`src/rtl/spectrum_bar_renderer_if.sv`:
```
// Magnitude write port from the FFT/magnitude stage into the renderer's shadow bank.
interface spectrum_bar_renderer_if #(
  parameter int unsigned ADDR_W = 5
);
  logic              mag_wr_en;
  logic [ADDR_W-1:0] mag_wr_addr;
  logic [9:0]        mag_wr_data;

  modport master (
    output mag_wr_en,
    output mag_wr_addr,
    output mag_wr_data
  );

  modport slave (
    input mag_wr_en,
    input mag_wr_addr,
    input mag_wr_data
  );
endinterface

```
`src/rtl/spectrum_bar_renderer.sv`:
```
// Spectrum bar pixel stage: shadow/display magnitude banks with a vblank commit,
// falling peak-hold markers, and a two-stage render pipeline with aligned syncs.
module spectrum_bar_renderer #(
  parameter int unsigned NUM_BARS   = 32,
  parameter int unsigned BAR_WIDTH  = 20,
  parameter int unsigned GAP        = 2,
  parameter int unsigned H_ACTIVE   = 640,
  parameter int unsigned V_ACTIVE   = 480,
  parameter int unsigned PEAK_DECAY = 2
) (
  input  logic                          sclk,
  input  logic                          rst_n,
  input  logic [9:0]                    x_pix,
  input  logic [9:0]                    y_pix,
  input  logic                          video_on,
  input  logic                          hsync_in,
  input  logic                          vsync_in,
  spectrum_bar_renderer_if.slave        mag,
  output logic [7:0]                    rgb,
  output logic                          video_on_out,
  output logic                          hsync_out,
  output logic                          vsync_out,
  output logic                          frame_commit
);

  localparam int unsigned AW       = $clog2(NUM_BARS);
  localparam logic [9:0]  MAG_MAX  = 10'(V_ACTIVE - 1);
  localparam logic [9:0]  BAR_W10  = 10'(BAR_WIDTH);
  localparam logic [9:0]  GAP_COL  = 10'(BAR_WIDTH - GAP);
  localparam logic [9:0]  H_ACT10  = 10'(H_ACTIVE);
  localparam logic [9:0]  V_ACT10  = 10'(V_ACTIVE);
  localparam logic [9:0]  NB10     = 10'(NUM_BARS);
  localparam logic [9:0]  DECAY10  = 10'(PEAK_DECAY);
  localparam logic [9:0]  GREEN_LIM  = 10'd240;
  localparam logic [9:0]  YELLOW_LIM = 10'd400;

  typedef enum logic [1:0] {
    S_IDLE,
    S_COMMIT,
    S_DONE
  } state_e;

  state_e        state_q, state_d;
  logic [AW-1:0] idx_q, idx_d;
  logic          vs_prev_q;
  logic          commit_en;

  logic [9:0] sh_q [NUM_BARS];
  logic [9:0] dm_q [NUM_BARS];
  logic [9:0] pk_q [NUM_BARS];

  logic [9:0] wr_val;
  logic [9:0] sh_cur, pk_cur, pk_dec, pk_new;

  // ---------------- commit FSM ----------------
  always_comb begin
    state_d   = state_q;
    idx_d     = idx_q;
    commit_en = 1'b0;
    unique case (state_q)
      S_IDLE: begin
        if (vs_prev_q && !vsync_in) begin
          state_d = S_COMMIT;
          idx_d   = '0;
        end
      end
      S_COMMIT: begin
        commit_en = 1'b1;
        idx_d     = idx_q + AW'(1);
        if (idx_q == AW'(NUM_BARS - 1)) state_d = S_DONE;
      end
      S_DONE:  state_d = S_IDLE;
      default: state_d = S_IDLE;
    endcase
  end

  always_ff @(posedge sclk or negedge rst_n) begin
    if (!rst_n) begin
      state_q      <= S_IDLE;
      idx_q        <= '0;
      vs_prev_q    <= 1'b1;
      frame_commit <= 1'b0;
    end else begin
      state_q      <= state_d;
      idx_q        <= idx_d;
      vs_prev_q    <= vsync_in;
      frame_commit <= (state_q == S_DONE);
    end
  end

  // ---------------- magnitude banks ----------------
  always_comb begin
    wr_val = (mag.mag_wr_data > MAG_MAX) ? MAG_MAX : mag.mag_wr_data;
    sh_cur = sh_q[idx_q];
    pk_cur = pk_q[idx_q];
    pk_dec = (pk_cur > DECAY10) ? (pk_cur - DECAY10) : '0;
    pk_new = (sh_cur > pk_dec) ? sh_cur : pk_dec;
  end

  // The copy samples sh before this cycle's write lands, so a colliding write
  // is deferred to the following frame's commit.
  always_ff @(posedge sclk or negedge rst_n) begin
    if (!rst_n) begin
      for (int unsigned b = 0; b < NUM_BARS; b++) begin
        sh_q[b] <= '0;
        dm_q[b] <= '0;
        pk_q[b] <= '0;
      end
    end else begin
      if (commit_en) begin
        dm_q[idx_q] <= sh_cur;
        pk_q[idx_q] <= pk_new;
      end
      if (mag.mag_wr_en) sh_q[mag.mag_wr_addr] <= wr_val;
    end
  end

  // ---------------- render stage 1 ----------------
  logic [9:0]    bar_full, col_c, h_c;
  logic [AW-1:0] bar_idx;
  logic          blank_c;

  always_comb begin
    bar_full = x_pix / BAR_W10;
    col_c    = x_pix % BAR_W10;
    h_c      = MAG_MAX - y_pix;
    bar_idx  = bar_full[AW-1:0];
    blank_c  = !video_on || (x_pix >= H_ACT10) || (y_pix >= V_ACT10) ||
               (bar_full >= NB10);
  end

  logic       blank_q;
  logic [9:0] col_q, h_q, dmv_q, pkv_q;
  logic       vo1_q, hs1_q, vs1_q;

  always_ff @(posedge sclk or negedge rst_n) begin
    if (!rst_n) begin
      blank_q <= 1'b1;
      col_q   <= '0;
      h_q     <= '0;
      dmv_q   <= '0;
      pkv_q   <= '0;
      vo1_q   <= 1'b0;
      hs1_q   <= 1'b1;
      vs1_q   <= 1'b1;
    end else begin
      blank_q <= blank_c;
      col_q   <= col_c;
      h_q     <= h_c;
      dmv_q   <= dm_q[bar_idx];
      pkv_q   <= pk_q[bar_idx];
      vo1_q   <= video_on;
      hs1_q   <= hsync_in;
      vs1_q   <= vsync_in;
    end
  end

  // ---------------- render stage 2 ----------------
  logic [7:0] pix_c;

  always_comb begin
    pix_c = 8'h00;
    if (blank_q || (col_q >= GAP_COL)) begin
      pix_c = 8'h00;
    end else if ((pkv_q != '0) && (h_q == pkv_q)) begin
      pix_c = 8'hFF;
    end else if (h_q < dmv_q) begin
      if (h_q < GREEN_LIM)       pix_c = 8'h1C;
      else if (h_q < YELLOW_LIM) pix_c = 8'hFC;
      else                       pix_c = 8'hE0;
    end
  end

  always_ff @(posedge sclk or negedge rst_n) begin
    if (!rst_n) begin
      rgb          <= 8'h00;
      video_on_out <= 1'b0;
      hsync_out    <= 1'b1;
      vsync_out    <= 1'b1;
    end else begin
      rgb          <= pix_c;
      video_on_out <= vo1_q;
      hsync_out    <= hs1_q;
      vsync_out    <= vs1_q;
    end
  end

endmodule

```
`src/flat_wrapper.sv`:
```
// flat-port wrapper written by rule: the top's interface ports become plain ports
module spectrum_bar_renderer_flat 
#(
  parameter int unsigned NUM_BARS   = 32,
  parameter int unsigned BAR_WIDTH  = 20,
  parameter int unsigned GAP        = 2,
  parameter int unsigned H_ACTIVE   = 640,
  parameter int unsigned V_ACTIVE   = 480,
  parameter int unsigned PEAK_DECAY = 2
)
  (sclk, rst_n, x_pix, y_pix, video_on, hsync_in, vsync_in, rgb, video_on_out, hsync_out, vsync_out, frame_commit, mag_mag_wr_en, mag_mag_wr_addr, mag_mag_wr_data);
  spectrum_bar_renderer_if #(.ADDR_W(5)) mag_i ();
  input  logic sclk;
  input  logic rst_n;
  input  logic [9:0] x_pix;
  input  logic [9:0] y_pix;
  input  logic video_on;
  input  logic hsync_in;
  input  logic vsync_in;
  output logic [7:0] rgb;
  output logic video_on_out;
  output logic hsync_out;
  output logic vsync_out;
  output logic frame_commit;
  input wire logic [$bits(mag_i.mag_wr_en)-1:0] mag_mag_wr_en;
  input wire logic [$bits(mag_i.mag_wr_addr)-1:0] mag_mag_wr_addr;
  input wire logic [$bits(mag_i.mag_wr_data)-1:0] mag_mag_wr_data;
  assign mag_i.mag_wr_en = mag_mag_wr_en;
  assign mag_i.mag_wr_addr = mag_mag_wr_addr;
  assign mag_i.mag_wr_data = mag_mag_wr_data;
  spectrum_bar_renderer #(.NUM_BARS(NUM_BARS), .BAR_WIDTH(BAR_WIDTH), .GAP(GAP), .H_ACTIVE(H_ACTIVE), .V_ACTIVE(V_ACTIVE), .PEAK_DECAY(PEAK_DECAY)) u_core (.sclk(sclk), .rst_n(rst_n), .x_pix(x_pix), .y_pix(y_pix), .video_on(video_on), .hsync_in(hsync_in), .vsync_in(vsync_in), .mag(mag_i), .rgb(rgb), .video_on_out(video_on_out), .hsync_out(hsync_out), .vsync_out(vsync_out), .frame_commit(frame_commit));
endmodule
```
`config.mk`:
```
export PLATFORM = sky130hd
export DESIGN_NAME = spectrum_bar_renderer_flat
export DESIGN_NICKNAME = d
export VERILOG_FILES = /design/src/rtl/spectrum_bar_renderer_if.sv /design/src/rtl/spectrum_bar_renderer.sv /design/src/flat_wrapper.sv
export SDC_FILE = /design/constraint.sdc
export NUM_CORES = 2
export LEC_CHECK = 0
export CORE_MARGIN = 3
export CORE_UTILIZATION = 63
export CTS_CLUSTER_SIZE = 8
export DETAILED_ROUTE_END_ITERATION = 12
export PLACE_DENSITY = 0.82
export SLEW_MARGIN = 5
export SYNTH_ARGS = -nofsm -noshare
export SYNTH_HDL_FRONTEND = slang
export SYNTH_SLANG_ARGS = --single-unit
```
`constraint.sdc`:
```
create_clock -name sclk -period 6.2 [get_ports sclk]
set_input_delay 1.55 -clock sclk [delete_from_list [all_inputs] [get_ports sclk]]
set_output_delay 1.55 -clock sclk [all_outputs]
set_load 0.005 [all_outputs]
```
==> results by group <==
Yosys
  – FFs w/ async S/R, synth: 100%
  – Post-synth EDFFs: 0
  – Avg Cell Area, Syn: 11.2 µm²
  – Synth Register Bits: 1017
  – Synth warn: 0
  – Most used DFF post-synth: dfrtp_1
  – Synthesized netlist cell count: 4210
  – Post-synthesis cell type count: 78
  – Sequential fraction of the synthesis area: 54.2%
  – Synth Cell Area: 47000 µm²

Worst setup path
  – Most common cell on crit path: buf_4
  – Worst R2R Setup Slack: 0.33 ns
  – Worst EP arrival: 6.45 ns
  – R2r worst-path depth: 20
  – Max stage delay on crit path: 0.82 ns
  – FF-to-FF End: u_core.pk_q[146]
  – Worst-path cell chain: buf_4, mux4_2, a22oi_1, nand4_1, inv_1, ha_1, inv_1, nor3_1, xor2_1, nand2_1, ha_1, and3_1, a221o_1, nand2_1, o2bb2ai_1, buf_4, nor2_1, a31oi_2, buf_4, o21ai_0
  – CP max-delay cell: dfrtp_4
  – Crit. End Element: flip-flop
  – Crit start category: flip-flop
  – CP max FO: 32
  – CP top delay family: compound AO/OA/AOI/OAI gates
  – R2R Path Start: u_core.idx_q[0]
  – CP Class: reg2reg
  – Worst EP required: 6.78 ns
  – Buf+Inv Stages, Crit Path: 5

Cells and area
  – Reg area: 25500 µm²
  – N_diodes: 0
  – Commonest non-fill, non-tap cell in the layout: dfrtp_1
  – NumNets Final: 4229
  – Most frequent cells in the layout: dfrtp_1 (1010), nand2_1 (849), o21ai_0 (732), mux4_2 (320), nor2_1 (170)
  – Multi-input logic area: 19800 µm²
  – Share of layout cells above drive strength 1: 17.1%
  – Area growth from synthesis to layout: 11.8%
  – Filler cells: 4579

Placement
  – I/O Buffers: 51
  – Gpl congestion: 0.864
  – Post-DP HPWL: 77100 µm

Hold path
  – Endpoint, Worst Hold: u_core.video_on_out
  – Hold path cells: 0
  – HP Start: u_core.vo1_q
  – HP Class: reg2reg

Drt
  – Antenna viol nets, final: 0
  – Final WL: 137000 µm
  – DR WL/cell: 26.5 µm
  – Initial DRC Count: 4539
  – DRC: 0
  – First-pass DRT Iterations: 9
  – Vias: 36.0k
  – Vias per Instance: 6.99

Timing
  – Max Clk Rate: 0.170 GHz
  – Slew margin rel.: 9.60%
  – Actual slew at the worst max-slew pin: 1.36 ns
  – Setup_tns: 0 ns
  – Max Slew Vio Count: 0
  – Setup violators final: 0
  – Setup Skew: 0.0406 ns
  – Hold slack final: 0.349 ns
  – Fin crit share: 94.7%
  – Final Hold Fails: 0
  – RSZ-0062 raised after global routing: false
  – Fin crit period: 5.87 ns

Global routing
  – Pin count of the biggest net entering global routing: 154
  – GRT overflow: 0
  – First-pass GRT wire length: 212000 µm
  – Initial antenna violation count: 3
  – All-Layer GR Usage: 35.8%
  – Vias in the first global route: 36.9k

Clocking
  – Clock buffer count from CTS: 145
  – CTS tree: done
  – Clock buffer depth: 3
  – Sink Count: 1017
  – Clock-pin slew on the worst setup and hold paths: 0.05 ns
  – Clk Latency, worst-skew pair: 0.76 ns
  – H-tree depth: 4
  – Root Buffer: clkbuf_16

Power
  – Power per cell area: 595 nW/µm²
  – Power Total: 31200 µW
  – VDD IR-drop max: 1.52 mV
  – Lkg Pwr: 0.0228 µW

Die
  – Top Ports: 53
  – Die height: 279 µm
  – Die span in x: 279 µm
  – Core footprint: 73500 µm²
  – Initial Utilization: 63.9%
  – DIE AREA: 77800 µm²
  – Rows: 99

Run status
  – Status: finished clean

Job
  – MaxCap Viol Count: 0
[synth_stat cells, types with 7 or more instances]
cell         n  share of area (%)
buf_6       15               0.36
nor3_1      13               0.14
a21oi_1    144                1.5
and2_1      23               0.31
buf_2       43               0.46
and4_1      13               0.24
buf_4       19               0.30
nor2b_1     25               0.33
inv_1       40               0.32
nor3b_1     13               0.21
nor2_1     182                1.5
a22oi_1    161                2.6
dfrtp_1   1012                 54
xor2_1       8               0.15
nand4_1     32               0.43
mux2_2      19               0.46
clkbuf_1   294                2.4
xnor2_1     12               0.22
a21o_1       8               0.13
mux4_2     320                 15
o21ai_0    737                7.9
nand2_1    850                6.8
nand2b_1    11               0.15
ha_1        27               0.72
nand3b_1     7               0.11
o21ai_2     29               0.54
and3_1       8               0.11
buf_1        7              0.056
nand3_1     15               0.16
o21ai_1     32               0.34
[layout make-up]
cell class | count | area share [%]
Sequential cell | 1017 | 48.5
Multi-Input combinational cell | 2768 | 37.7
Clock buffer | 167 | 7.07
Timing Repair Buffer | 189 | 3.48
Tap cell | 959 | 2.29
Clock inverter | 17 | 0.713
Inverter | 40 | 0.286
[per-layer routing]
metal	global-route usage, %	up-vias	share of wire (%)
met5	0	-	0.033
met4	22.5	6	7.1
met3	11.4	716	12
met2	54.8	2503	46
met1	44.8	18000	34
li1	-	14800	-
[cell families (layout without fill, tap and decap cells)]
family	after synthesis	after routing	share of synthesized area, %
AO/OA/AOI/OAI	1151	1151	13.8
AND/OR/NAND/NOR	1222	1222	11.0
XOR/XNOR	20	20	0.373
other	1	5	0.00799
adder cells (fa/ha/maj)	28	28	0.741
flip-flops	1017	1017	54.2
multiplexers	342	342	15.9
buffers and inverters	429	413	4.08
[how the worst max path moves through the flow]
| stage | cells past startpoint | endpoint | from | slack (ns) |
|---|---|---|---|---|
| after CTS | 16 | u_core.pk_q[34] | u_core.idx_q[0] | 0.34 |
| after global placement | 13 | u_core.pkv_q[5] | x_pix[9] | 0.43 |
| after global routing | 20 | u_core.pk_q[147] | u_core.idx_q[0] | 0.06 |
| after floorplan | 22 | u_core.pk_q[11] | u_core.idx_q[1] | 1.38 |
| final | 20 | u_core.pk_q[146] | u_core.idx_q[0] | 0.33 |
| after detailed placement | 12 | u_core.pkv_q[5] | x_pix[8] | 0.33 |
[stage by stage]
stage,setup slack (ns),instances,util [%],area [µm²]
6_report,0.331,5157,71.5,52500
5_1_grt,0.0647,5157,71.5,52500
4_1_cts,0.340,5157,71.5,52500
3_5_place_dp,0.327,4973,65.9,48400
3_3_place_gp,0.431,4973,65.9,48400
2_1_floorplan,1.38,4214,-,47000
[where the power goes]
part           leakage, µW  total (µW)  switching, µW  internal, µW
Clock              0.00197        7210           2940          4270
Combinational      0.00764       13800           9180          4630
Sequential          0.0132       10200           1520          8680
Total               0.0228       31200          13600         17600
[worst reg2reg max path, delay by kind of cell, from the launching register on]
kind / cells / cell delay (ns)
AOI/OAI and AO/OA: 5 / 1.26
xor gates and xnor gates: 1 / 0.22
adders and majority gates: 2 / 0.52
buffers and inverters: 5 / 1.19
DFF: 1 / 0.82
muxes: 1 / 0.52
and+or+nand+nor: 6 / 1.16
[registers in the layout (all words and copies together) (netlist names)]
register / count
u_core.pkv_q: 10
u_core.dmv_q: 10
u_core.vo1_q: 1
u_core.dm_q: 320
u_core.state_q: 2
u_core.vsync_out: 1
u_core.hs1_q: 1
u_core.video_on_out: 1
u_core.vs_prev_q: 1
u_core.idx_q: 5
u_core.rgb: 3
u_core.blank_q: 1
u_core.frame_commit: 1
u_core.col_q: 9
u_core.hsync_out: 1
u_core.pk_q: 320
u_core.h_q: 10
u_core.sh_q: 320
[repair_timing]
item,4_1_cts,5_1_grt
resized for setup,0,2
setup buffers,0,0
hold buffers,0,0
setup endpoints to repair,0,32
Note: power is estimated with default switching activity, not from simulation.
